## src/rtl/fir_tap_sequencer.sv

```systemverilog
// fir_tap_sequencer: Moore control FSM that steps the FIR MAC datapath through
// load, clear, one MAC per tap and a result strobe, with a sticky overrun flag.
`default_nettype none

module flex_counter #(
  parameter int NUM_CNT_BITS = 4
) (
  input  logic                    clk,
  input  logic                    n_rst,
  input  logic                    clear,
  input  logic                    count_enable,
  input  logic [NUM_CNT_BITS-1:0] rollover_val,
  output logic [NUM_CNT_BITS-1:0] count_out,
  output logic                    rollover_flag
);

  always_ff @(posedge clk or negedge n_rst) begin
    if (!n_rst) begin
      count_out <= '0;
    end else if (clear) begin
      count_out <= '0;
    end else if (count_enable) begin
      count_out <= (count_out == rollover_val) ? '0 : count_out + 1'b1;
    end
  end

  assign rollover_flag = (count_out == rollover_val);

endmodule

module fir_tap_sequencer #(
  parameter int NUM_TAPS = 4,
  parameter int CNT_BITS = 4
) (
  input  logic                clk,
  input  logic                n_rst,
  input  logic                sample_valid,
  input  logic                abort,
  input  logic                clear_err,
  output logic                sample_ready,
  output logic                load_sample,
  output logic                acc_clear,
  output logic                mac_en,
  output logic [CNT_BITS-1:0] tap_idx,
  output logic                result_valid,
  output logic                busy,
  output logic                err
);

  localparam logic [CNT_BITS-1:0] LAST_TAP = CNT_BITS'(NUM_TAPS - 1);

  typedef enum logic [2:0] {
    IDLE = 3'd0,
    LOAD = 3'd1,
    CLR  = 3'd2,
    MAC  = 3'd3,
    DONE = 3'd4
  } state_t;

  state_t state;
  state_t next_state;
  logic   cnt_clear;
  logic   cnt_enable;
  logic   rollover;

  flex_counter #(
    .NUM_CNT_BITS(CNT_BITS)
  ) u_tap_counter (
    .clk          (clk),
    .n_rst        (n_rst),
    .clear        (cnt_clear),
    .count_enable (cnt_enable),
    .rollover_val (LAST_TAP),
    .count_out    (tap_idx),
    .rollover_flag(rollover)
  );

  always_ff @(posedge clk or negedge n_rst) begin
    if (!n_rst) begin
      state <= IDLE;
    end else begin
      state <= next_state;
    end
  end

  always_comb begin
    next_state   = state;
    sample_ready = 1'b0;
    load_sample  = 1'b0;
    acc_clear    = 1'b0;
    mac_en       = 1'b0;
    result_valid = 1'b0;
    busy         = 1'b1;
    cnt_clear    = 1'b0;
    cnt_enable   = 1'b0;
    case (state)
      IDLE: begin
        busy         = 1'b0;
        sample_ready = 1'b1;
        if (sample_valid) next_state = LOAD;
      end
      LOAD: begin
        load_sample = 1'b1;
        next_state  = CLR;
      end
      CLR: begin
        acc_clear  = 1'b1;
        cnt_clear  = 1'b1;
        next_state = MAC;
      end
      MAC: begin
        mac_en = 1'b1;
        // Hold on the last tap so DONE still shows NUM_TAPS-1.
        cnt_enable = !rollover;
        if (rollover) next_state = DONE;
      end
      DONE: begin
        result_valid = 1'b1;
        cnt_clear    = 1'b1;
        next_state   = IDLE;
      end
      default: next_state = IDLE;
    endcase
    if (abort && (state != IDLE)) begin
      next_state = IDLE;
      cnt_clear  = 1'b1;
    end
  end

  // Set has priority over clear so a simultaneous overrun is never lost.
  always_ff @(posedge clk or negedge n_rst) begin
    if (!n_rst) begin
      err <= 1'b0;
    end else if (sample_valid && busy) begin
      err <= 1'b1;
    end else if (clear_err) begin
      err <= 1'b0;
    end
  end

endmodule

`default_nettype wire
```

## config.mk

```make
export PLATFORM = sky130hd
export DESIGN_NAME = fir_tap_sequencer
export DESIGN_NICKNAME = d
export VERILOG_FILES = /design/src/rtl/fir_tap_sequencer.sv
export SDC_FILE = /design/constraint.sdc
export NUM_CORES = 1
export LEC_CHECK = 0
export CORE_MARGIN = 3
export CORE_UTILIZATION = 30
export CTS_CLUSTER_DIAMETER = 60
export CTS_CLUSTER_SIZE = 8
export DETAILED_ROUTE_END_ITERATION = 16
export PLACE_DENSITY = 0.63
export REMOVE_ABC_BUFFERS = 1
export SLEW_MARGIN = 30
export SYNTH_ARGS = -nofsm -noshare
export SYNTH_HDL_FRONTEND = slang
export SYNTH_SLANG_ARGS = --single-unit
```

## constraint.sdc

```tcl
create_clock -name clk -period 1.8 [get_ports clk]
set_clock_uncertainty 0.2 [all_clocks]
set_input_delay 0.18 -clock clk [delete_from_list [all_inputs] [get_ports clk]]
set_output_delay 0.18 -clock clk [all_outputs]
set_load 0.1 [all_outputs]
```

## After elaboration in Yosys (flattened, before gate mapping)

Index checks and enable logic that the tools add are counted.

| word-level totals | value |
|---|---|
| register bits | 8 |
| output and inout port bits | 11 |
| word-level logic and storage cells | 38 |

| cells by class | value |
|---|---|
| $add $sub $neg | 1 |
| equal/unequal tests | 7 |
| mux-type cells | 18 |
| reduce and logical (&&, ||, !) cells | 9 |

Operators by type and width:

| operator | count |
|---|---|
| $mux 4 | 3 |
| $pmux 3 s4 | 1 |
| $mux 1 | 11 |
| $mux 3 | 3 |
| $eq 3x2->1 const B | 2 |
| $ne 3x3->1 const B | 2 |
| $add 4x1->4 const B | 1 |
| $eq 4x2->1 const B | 1 |
| $reduce_bool 2->1 | 2 |
| $eq 3x1->1 const B | 1 |
| $eq 3x3->1 const B | 1 |
| $logic_not 3->1 | 1 |
| $reduce_bool 3->1 | 1 |
| $logic_and 1x1->1 | 2 |
| $reduce_and 2->1 | 1 |
| $reduce_or 2->1 | 1 |
| $logic_not 1->1 | 1 |

## Logic depth before layout (Yosys ltp)

Gate-level depths: netlist of the first run.

| depth | value |
|---|---|
| word-level depth | 5 |
| mapped depth | 5 |
| depth with buffers taken out | 4 |

## Modules after synthesis

Synthesis of the first run repeated with hierarchy kept, for this count alone.

| second synthesis, totals | value |
|---|---|
| cell total of the unflattened synthesis | 55 |
| area, all modules | 518.0 µm² |

By module, submodules not included:

| module | instances | cells each | area each (µm²) |
|---|---|---|---|
| flex_counter | 1 | 27 | 284.0 |
| fir_tap_sequencer | 1 | 28 | 234.0 |

## Worst setup path after synthesis of the first run

No wires, ideal clock.

| path | value |
|---|---|
| kind | register to output |
| start point | reg state[1] |
| end point | out load_sample |
| arrival time | 2.734 ns |
| data required time | 1.420 ns |
| path slack | -1.314 ns |
| cell stages (with the launch flop) | 3 |
| path buffers | 1 |
| path through | dfrtp_1 -> buf_4 -> nor3b_1 |

| on the way | value |
|---|---|
| cells in the longest elaborated chain, start to end | 2 |

RTL lines:

| what | line | source |
|---|---|---|
| from (decl) | 60 | `state_t state;` |
| from (signal assigned) | 82 | `state <= next_state;` |
| $eq 3x1->1 | 96 | `case (state)` |
| $mux 1 | 96 |  |
| to (decl) | 41 | `output logic load_sample,` |

Every way passes these cells.

## Final worst setup path of the first run

| path | value |
|---|---|
| start point | reg state[1] |
| end point | out sample_ready |

| on the way | value |
|---|---|
| cells in the longest elaborated chain, start to end | 2 |

RTL lines:

| what | line | source |
|---|---|---|
| $logic_not 3->1 | 96 |  |
| $mux 1 | 96 |  |
| to (decl) | 40 | `output logic sample_ready,` |

Every way passes these cells.

==> results of run 1 <==
[worst max-delay path: stages (launching register included)]
cell	delay (ns)
dfrtp_2	0.45
or3_4	0.45
inv_4	0.08
buf_12	0.16
[routing by layer]
metal,routed length [µm],track usage,vias up
li1,-,-,208
met1,487,0.1591,185
met2,443,0.1648,14
met3,109,0.07422,2
met4,4,0.03409,0
met5,0,0,-
[kinds of logic (layout without fill, tap and decap cells)]
kind of cell	count (synthesis)	count (layout)	synth area share
buf+inv	6	26	0.06958
compound gates	15	15	0.2190
simple gates	17	17	0.2732
fa+ha+maj	1	1	0.02577
flops	8	8	0.4124
[stage by stage]
stage	instances	hold WS, ns	setup WS, ns	util
after floorplan	45	-0.3156	-1.311	-
after global placement	75	0.2874	0.2055	0.5331
after detailed placement	75	0.2840	0.1876	0.5331
after CTS	81	0.009591	0.01156	0.5644
after global routing	82	0.02398	-0.01317	0.5716
final	82	0.002028	0.02932	0.5716
[synthesized netlist by cell type]
cell / number
a21oi_1: 2
a21oi_2: 4
a31oi_1: 1
and4_1: 1
buf_4: 1
buf_6: 1
dfrtp_1: 8
ha_1: 1
inv_1: 3
inv_2: 1
nand2_1: 1
nand2b_1: 2
nand3_1: 1
nand3b_1: 1
nand3b_4: 1
nand4b_1: 1
nor2_1: 2
nor3b_1: 3
nor3b_2: 1
o21a_4: 1
o21ai_0: 5
o21ai_1: 1
o21ba_1: 1
or3_1: 2
or3_4: 1
[sequential cells by signal (all words and copies together) (netlist names)]
register                 cells
err                          1
state                        3
u_tap_counter.count_out      4
[cell type report]
cell class | count | area share
clock buffers | 3 | 0.02817
inverters | 4 | 0.02191
multi-input cells | 33 | 0.3146
flip-flops and latches | 8 | 0.2535
well taps | 15 | 0.02347
repair buffers | 19 | 0.3584
[path summary, 6_finish.rpt]
check / from / to / cells after the start
setup reg to reg: u_tap_counter.count_out[0]$_DFFE_PN0P_ / u_tap_counter.count_out[0]$_DFFE_PN0P_ / 4
min in group clk: clear_err / err$_DFFE_PN0P_ / 2
max in group asynchronous: n_rst / state[1]$_DFFE_PN0P_ / 1
setup / recovery: state[1]$_DFFE_PN0P_ / sample_ready / 3
hold / removal: n_rst / u_tap_counter.count_out[0]$_DFFE_PN0P_ / 1
hold reg to reg: err$_DFFE_PN0P_ / err$_DFFE_PN0P_ / 2
[where the power goes]
part / switching, µW / internal (µW)
sequential: 41.0 / 206
combinational: 433 / 247
clock: 63.2 / 76.4
[timing repair]
action | CTS | global route
pin swaps | 0 | 1
setup buffers | 3 | 1
endpoints found under the setup margin | 1 | 1
resized for setup | 2 | 1
==> results_dict.tcl, run 1 <==
set metrics [dict create \
    routed_wirelength_mm 1.045 \
    timing.final.crit_share 0.9837 \
    fp.coreArea_um2 1399 \
    cts_tree "done" \
    num_rows 13 \
    synth_area_leaders "dfrtp_1 41%, a21oi_2 7.2%, o21ai_0 5.2%, nor3b_1 4.6%, nand3b_4 4.1%" \
    cts_buffers 3 \
    clock_latency_ns 0.26 \
    grt_overflow 0 \
    dieArea_um2 2137 \
    synth.distinct_cells 25 \
    final_common_cell "buf_12" \
    initial_utilization 0.3470 \
    power.total_uw 1067 \
    rsz0062_at_grt "yes" \
    slew_headroom 0.7504 \
    vdd_ir_drop_max_v 0.0006563 \
    seqCellArea_um2 202.7 \
    drt_first_pass_iters 3 \
    layout_common_cells "11 x buf_12, 6 x dfrtp_1, 5 x o21ai_0" \
    max_freq_ghz 0.5648 \
    grt_start_max_net_pins 9 \
    drtIter0Drc 1 \
    final_nets 75 \
    p_leak_uw 0.0003548 \
    hpwl_um 757.5 \
    cp-end-kind "output pin" \
    tightest_slew_ns 0.3727 \
    period_needed_ns 1.771 \
    cts_max_path_buffers 2 \
    fin_area_um2 799.5 \
    critPathMaxFanout 7 \
    io_pins 16 \
    finalHoldViolCount 0 \
    n_antenna_cell 0 \
    final_layout_size_suffix_gt1_frac 0.4179 \
    synth_top_area_frac 0.4124 \
    syn_avg_cell_area_um2 10.33 \
    place.gp.congestion 0.6976 \
    fill_cells 119 \
    io_buffers 15 \
    cts_root_buf "clkbuf_4" \
    drc 0 \
    yosysWarnings 0 \
    h-tree-depth 1 \
    via_count 409 \
    multi_input_area_um2 251.5 \
    run_status "completed" \
    die_h_um 46.23 \
    crit_path_start_kind "flop" \
    die_w_um 46.23 \
    cts_hold_buffers 0 \
    yosysTopAreaCell "dfrtp_1" \
    antenna_left 0 \
    grt_pass1_vias 393 \
    grt_pass1_wl_mm 1.800 \
    synthCells 47 \
    cts.sinks 8 \
    grt_antenna_before_repair 0 \
    ys_seq_area_frac 0.4124 \
    clk_pin_slew_ns 0.06 \
    powerDensity_nw_per_um2 1335 \
    fin_tns_setup_ns 0 \
    ys_ff_latch 8 \
    finalSetupViolCount 0 \
    crit_type "reg -> out" \
    netlist_area_um2 485.5 \
    routed_via_density 4.988 \
    cp.required_ns 1.42 \
    placed_area_um2 745.7 \
    drv_cap 0 \
    ff2ff_setup_slack_ns 0.18 \
    grt_use_total 0.1214 \
    finalMaxSlewViolations 0 \
    worst_hold_path_type "in -> async" \
    syn2layout_area_growth_pct 64.69 \
    arrival_ns 1.39 \
    routedWlPerCell_um 12.74 \
]
(Power assumes the default switching activity.)
==> run 2: changes to the inputs <==
--- a/config.mk
+++ b/config.mk
@@ -5,11 +5,13 @@
 export SDC_FILE = /design/constraint.sdc
 export NUM_CORES = 1
 export LEC_CHECK = 0
+export CAP_MARGIN = 20
 export CORE_MARGIN = 3
 export CORE_UTILIZATION = 30
 export CTS_CLUSTER_DIAMETER = 60
 export CTS_CLUSTER_SIZE = 8
 export DETAILED_ROUTE_END_ITERATION = 16
+export GPL_ROUTABILITY_DRIVEN = 0
 export PLACE_DENSITY = 0.63
 export REMOVE_ABC_BUFFERS = 1
 export SLEW_MARGIN = 30
==> results of run 2 <==
Same layout as run 1: the final DEF is identical, and so are final timing and power.
==> run 3: changes to the inputs <==
--- a/config.mk
+++ b/config.mk
@@ -6,15 +6,17 @@
 export NUM_CORES = 1
 export LEC_CHECK = 0
 export CAP_MARGIN = 20
-export CORE_MARGIN = 3
+export CORE_MARGIN = 2
 export CORE_UTILIZATION = 30
 export CTS_CLUSTER_DIAMETER = 60
 export CTS_CLUSTER_SIZE = 8
 export DETAILED_ROUTE_END_ITERATION = 16
 export GPL_ROUTABILITY_DRIVEN = 0
-export PLACE_DENSITY = 0.63
+export PLACE_DENSITY = 0.62
+export RECOVER_POWER = 100
 export REMOVE_ABC_BUFFERS = 1
 export SLEW_MARGIN = 30
 export SYNTH_ARGS = -nofsm -noshare
 export SYNTH_HDL_FRONTEND = slang
+export SYNTH_HIERARCHICAL = 1
 export SYNTH_SLANG_ARGS = --single-unit
==> results_dict.tcl, run 3 <==
set metrics [dict create \
    run_status "completed" \
    grt_overflow 0 \
    max_flop_register "u_tap_counter/count_out" \
    syn2layout_area_growth_pct 74.40 \
    synth.distinct_cells 27 \
    tightest_slew_ns 0.5385 \
    finalMaxSlewViolations 0 \
    cp.required_ns 1.42 \
    crit_path_start "state[0]$_DFFE_PN0P_" \
    grt_antenna_before_repair 0 \
    synthMuxAreaShare 0.04106 \
    cts.sinks 8 \
    p_leak_uw 0.0004108 \
    drc 0 \
    io_pins 16 \
    num_rows 15 \
    placed_area_um2 877.1 \
    cts_root_buf "clkbuf_4" \
    synth_top_area_frac 0.3865 \
    fin_tns_setup_ns 0 \
    finalSetupViolCount 0 \
    synth_top_family_by_area "simple AND/OR/NAND/NOR gates" \
    ys_ff_latch 8 \
    max_freq_ghz 0.5557 \
    cts_hold_buffers 0 \
    r2r-start "u_tap_counter/count_out[1]$_DFFE_PN0P_" \
    fill_cells 151 \
    drv_cap 0 \
    drtIter0Drc 12 \
    fin_area_um2 903.4 \
    cts_buffers 3 \
    top_regs "u_tap_counter/count_out x4, state x3, err x1" \
    netlist_area_um2 518.0 \
    power_frac_comb 0.615 \
    die_h_um 45.56 \
    routed_via_density 4.863 \
    cts_tree "done" \
    worstReg2RegEnd "u_tap_counter/count_out[3]$_DFFE_PN0P_" \
    ff2ff_setup_slack_ns 0.10 \
    routed_wirelength_mm 1.280 \
    setup_ws_ns 0.0003964 \
    clock_latency_ns 0.25 \
    clkPwrFrac 0.146 \
    synth_ff_type "dfrtp_1" \
    worst_hold_path_type "in -> async" \
    hpwl_um 954.2 \
    whs_ns 0.09850 \
    grt_pass1_vias 529 \
    clk_pin_slew_ns 0.06 \
    yosysMostFrequentCell "dfrtp_1" \
    timing.final.crit_share 0.9998 \
    finalHoldViolCount 0 \
    synthCells 55 \
    powerDensity_nw_per_um2 1043 \
    initial_utilization 0.3101 \
    final_nets 93 \
    synth_area_leaders "dfrtp_1 39%, xor2_1 6.8%, nor2_1 5.1%, nor4_4 4.1%, o32ai_1 3.4%" \
    grt_start_max_net_pins 9 \
    yosys.area_share.simple 0.3019 \
    async_flop_share 1.000 \
    cp-end-kind "output pin" \
    largest_reg_flops 4 \
    die_w_um 45.56 \
    dieArea_um2 2075 \
    layout_common_cells "8 x buf_12, 7 x dfrtp_1, 7 x buf_4" \
    yosysWarnings 6 \
    grt_use_total 0.1465 \
    final_layout_size_suffix_gt1_frac 0.4353 \
    synth_edf_count 0 \
    period_needed_ns 1.800 \
    switchingPower_uw 463.8 \
    synthAdderAreaFrac 0.02415 \
    pre_cts_slack_ns -0.01973 \
    synth_common_cells "8 x dfrtp_1, 7 x nor2_1, 4 x inv_1, 4 x nand2_1, 4 x xor2_1" \
    r2r_cells 6 \
    h-tree-depth 1 \
    fp.coreArea_um2 1670 \
    syn_avg_cell_area_um2 9.418 \
    seqPwrFrac 0.238 \
    ys_seq_area_frac 0.3865 \
    synth_compound_area_frac 0.1184 \
    crit_type "reg -> out" \
    vdd_ir_drop_max_v 0.0007106 \
    io_buffers 15 \
    slew_headroom 0.6425 \
    cts_max_path_buffers 2 \
    grt_pass1_wl_mm 2.214 \
    setup.worst_path.end "sample_ready" \
    n_antenna_cell 0 \
    antenna_left 0 \
    drt_first_pass_iters 4 \
    routedWlPerCell_um 12.55 \
    p_int_uw 478.2 \
    rsz0062_at_grt "yes" \
    swShare 0.4924 \
    yosysTopAreaCell "dfrtp_1" \
    critPathMaxFanout 8 \
    via_count 496 \
    final_common_cell "buf_12" \
    crit_path_start_kind "flop" \
    synth_xor_area_frac 0.06763 \
    arrival_ns 1.42 \
]
## run 3: kinds of logic after synthesis
| family | count (synthesis) |
|---|---|
| XOR/XNOR | 4 |
| AO/OA/AOI/OAI | 7 |
| multiplexers | 2 |
| AND/OR/NAND/NOR | 25 |
| adder cells (fa/ha/maj) | 1 |
| other | 2 |
| flip-flops | 8 |
| buffers and inverters | 6 |
## run 3: what timing repair did
item,in CTS,in global routing
setup endpoints to repair,3,7
setup buffers,1,0
gates resized for setup,2,6
pin swaps,0,4
## run 3: cell type report
type | instances | area [µm²] | share of cell area
clock buffers | 3 | 22.52 | 0.02493
repair buffers | 26 | 302.8 | 0.3352
flip-flops and latches | 8 | 201.4 | 0.2230
multi-input cells | 43 | 336.6 | 0.3726
inverters | 5 | 18.77 | 0.02078
well taps | 17 | 21.27 | 0.02355
## run 3: power by group through the flow
stage                     clock network (µW)  registers [µW]  logic (µW)
after floorplan                            0             312         271
final                                    138             225         580
after global placement                     0             227         584
after global routing                     151             227         605
after detailed placement                   0             228         586
after CTS                                142             224         596
## run 3: worst min-delay path by stage
stage / to / startpoint / slack [ns] / cells past startpoint
2_1_floorplan: err$_DFFE_PN0P_ / n_rst / -0.32 / 0
3_3_place_gp: u_tap_counter/count_out[2]$_DFFE_PN0P_ / n_rst / 0.29 / 1
3_5_place_dp: u_tap_counter/count_out[2]$_DFFE_PN0P_ / n_rst / 0.30 / 1
4_1_cts: err$_DFFE_PN0P_ / n_rst / 0.04 / 1
5_1_grt: u_tap_counter/count_out[3]$_DFFE_PN0P_ / n_rst / 0.13 / 1
6_report: u_tap_counter/count_out[2]$_DFFE_PN0P_ / n_rst / 0.1 / 1
## run 3: worst max-delay path: stages (launching register included)
cell and delay, ns:
dfrtp_2 0.45, or3_4 0.38, inv_2 0.08, buf_6 0.10, buf_12 0.16
## run 3: through the flow
step	utilization	power, µW	cells
6_report	0.5408	942.1	102
5_1_grt	0.5408	983.9	102
4_1_cts	0.5453	962.2	102
3_5_place_dp	0.5251	813.9	98
3_3_place_gp	0.5251	810.8	98
2_1_floorplan	-	583.0	56
## run 3: layer usage
layer	up-vias	GRT usage	part of all wire	wire length [µm]
met4	0	0.03529	0	0
li1	243	-	-	-
met1	238	0.1854	0.44	563
met5	-	0	0	0
met3	0	0.04762	0.059	76
met2	15	0.2394	0.50	640
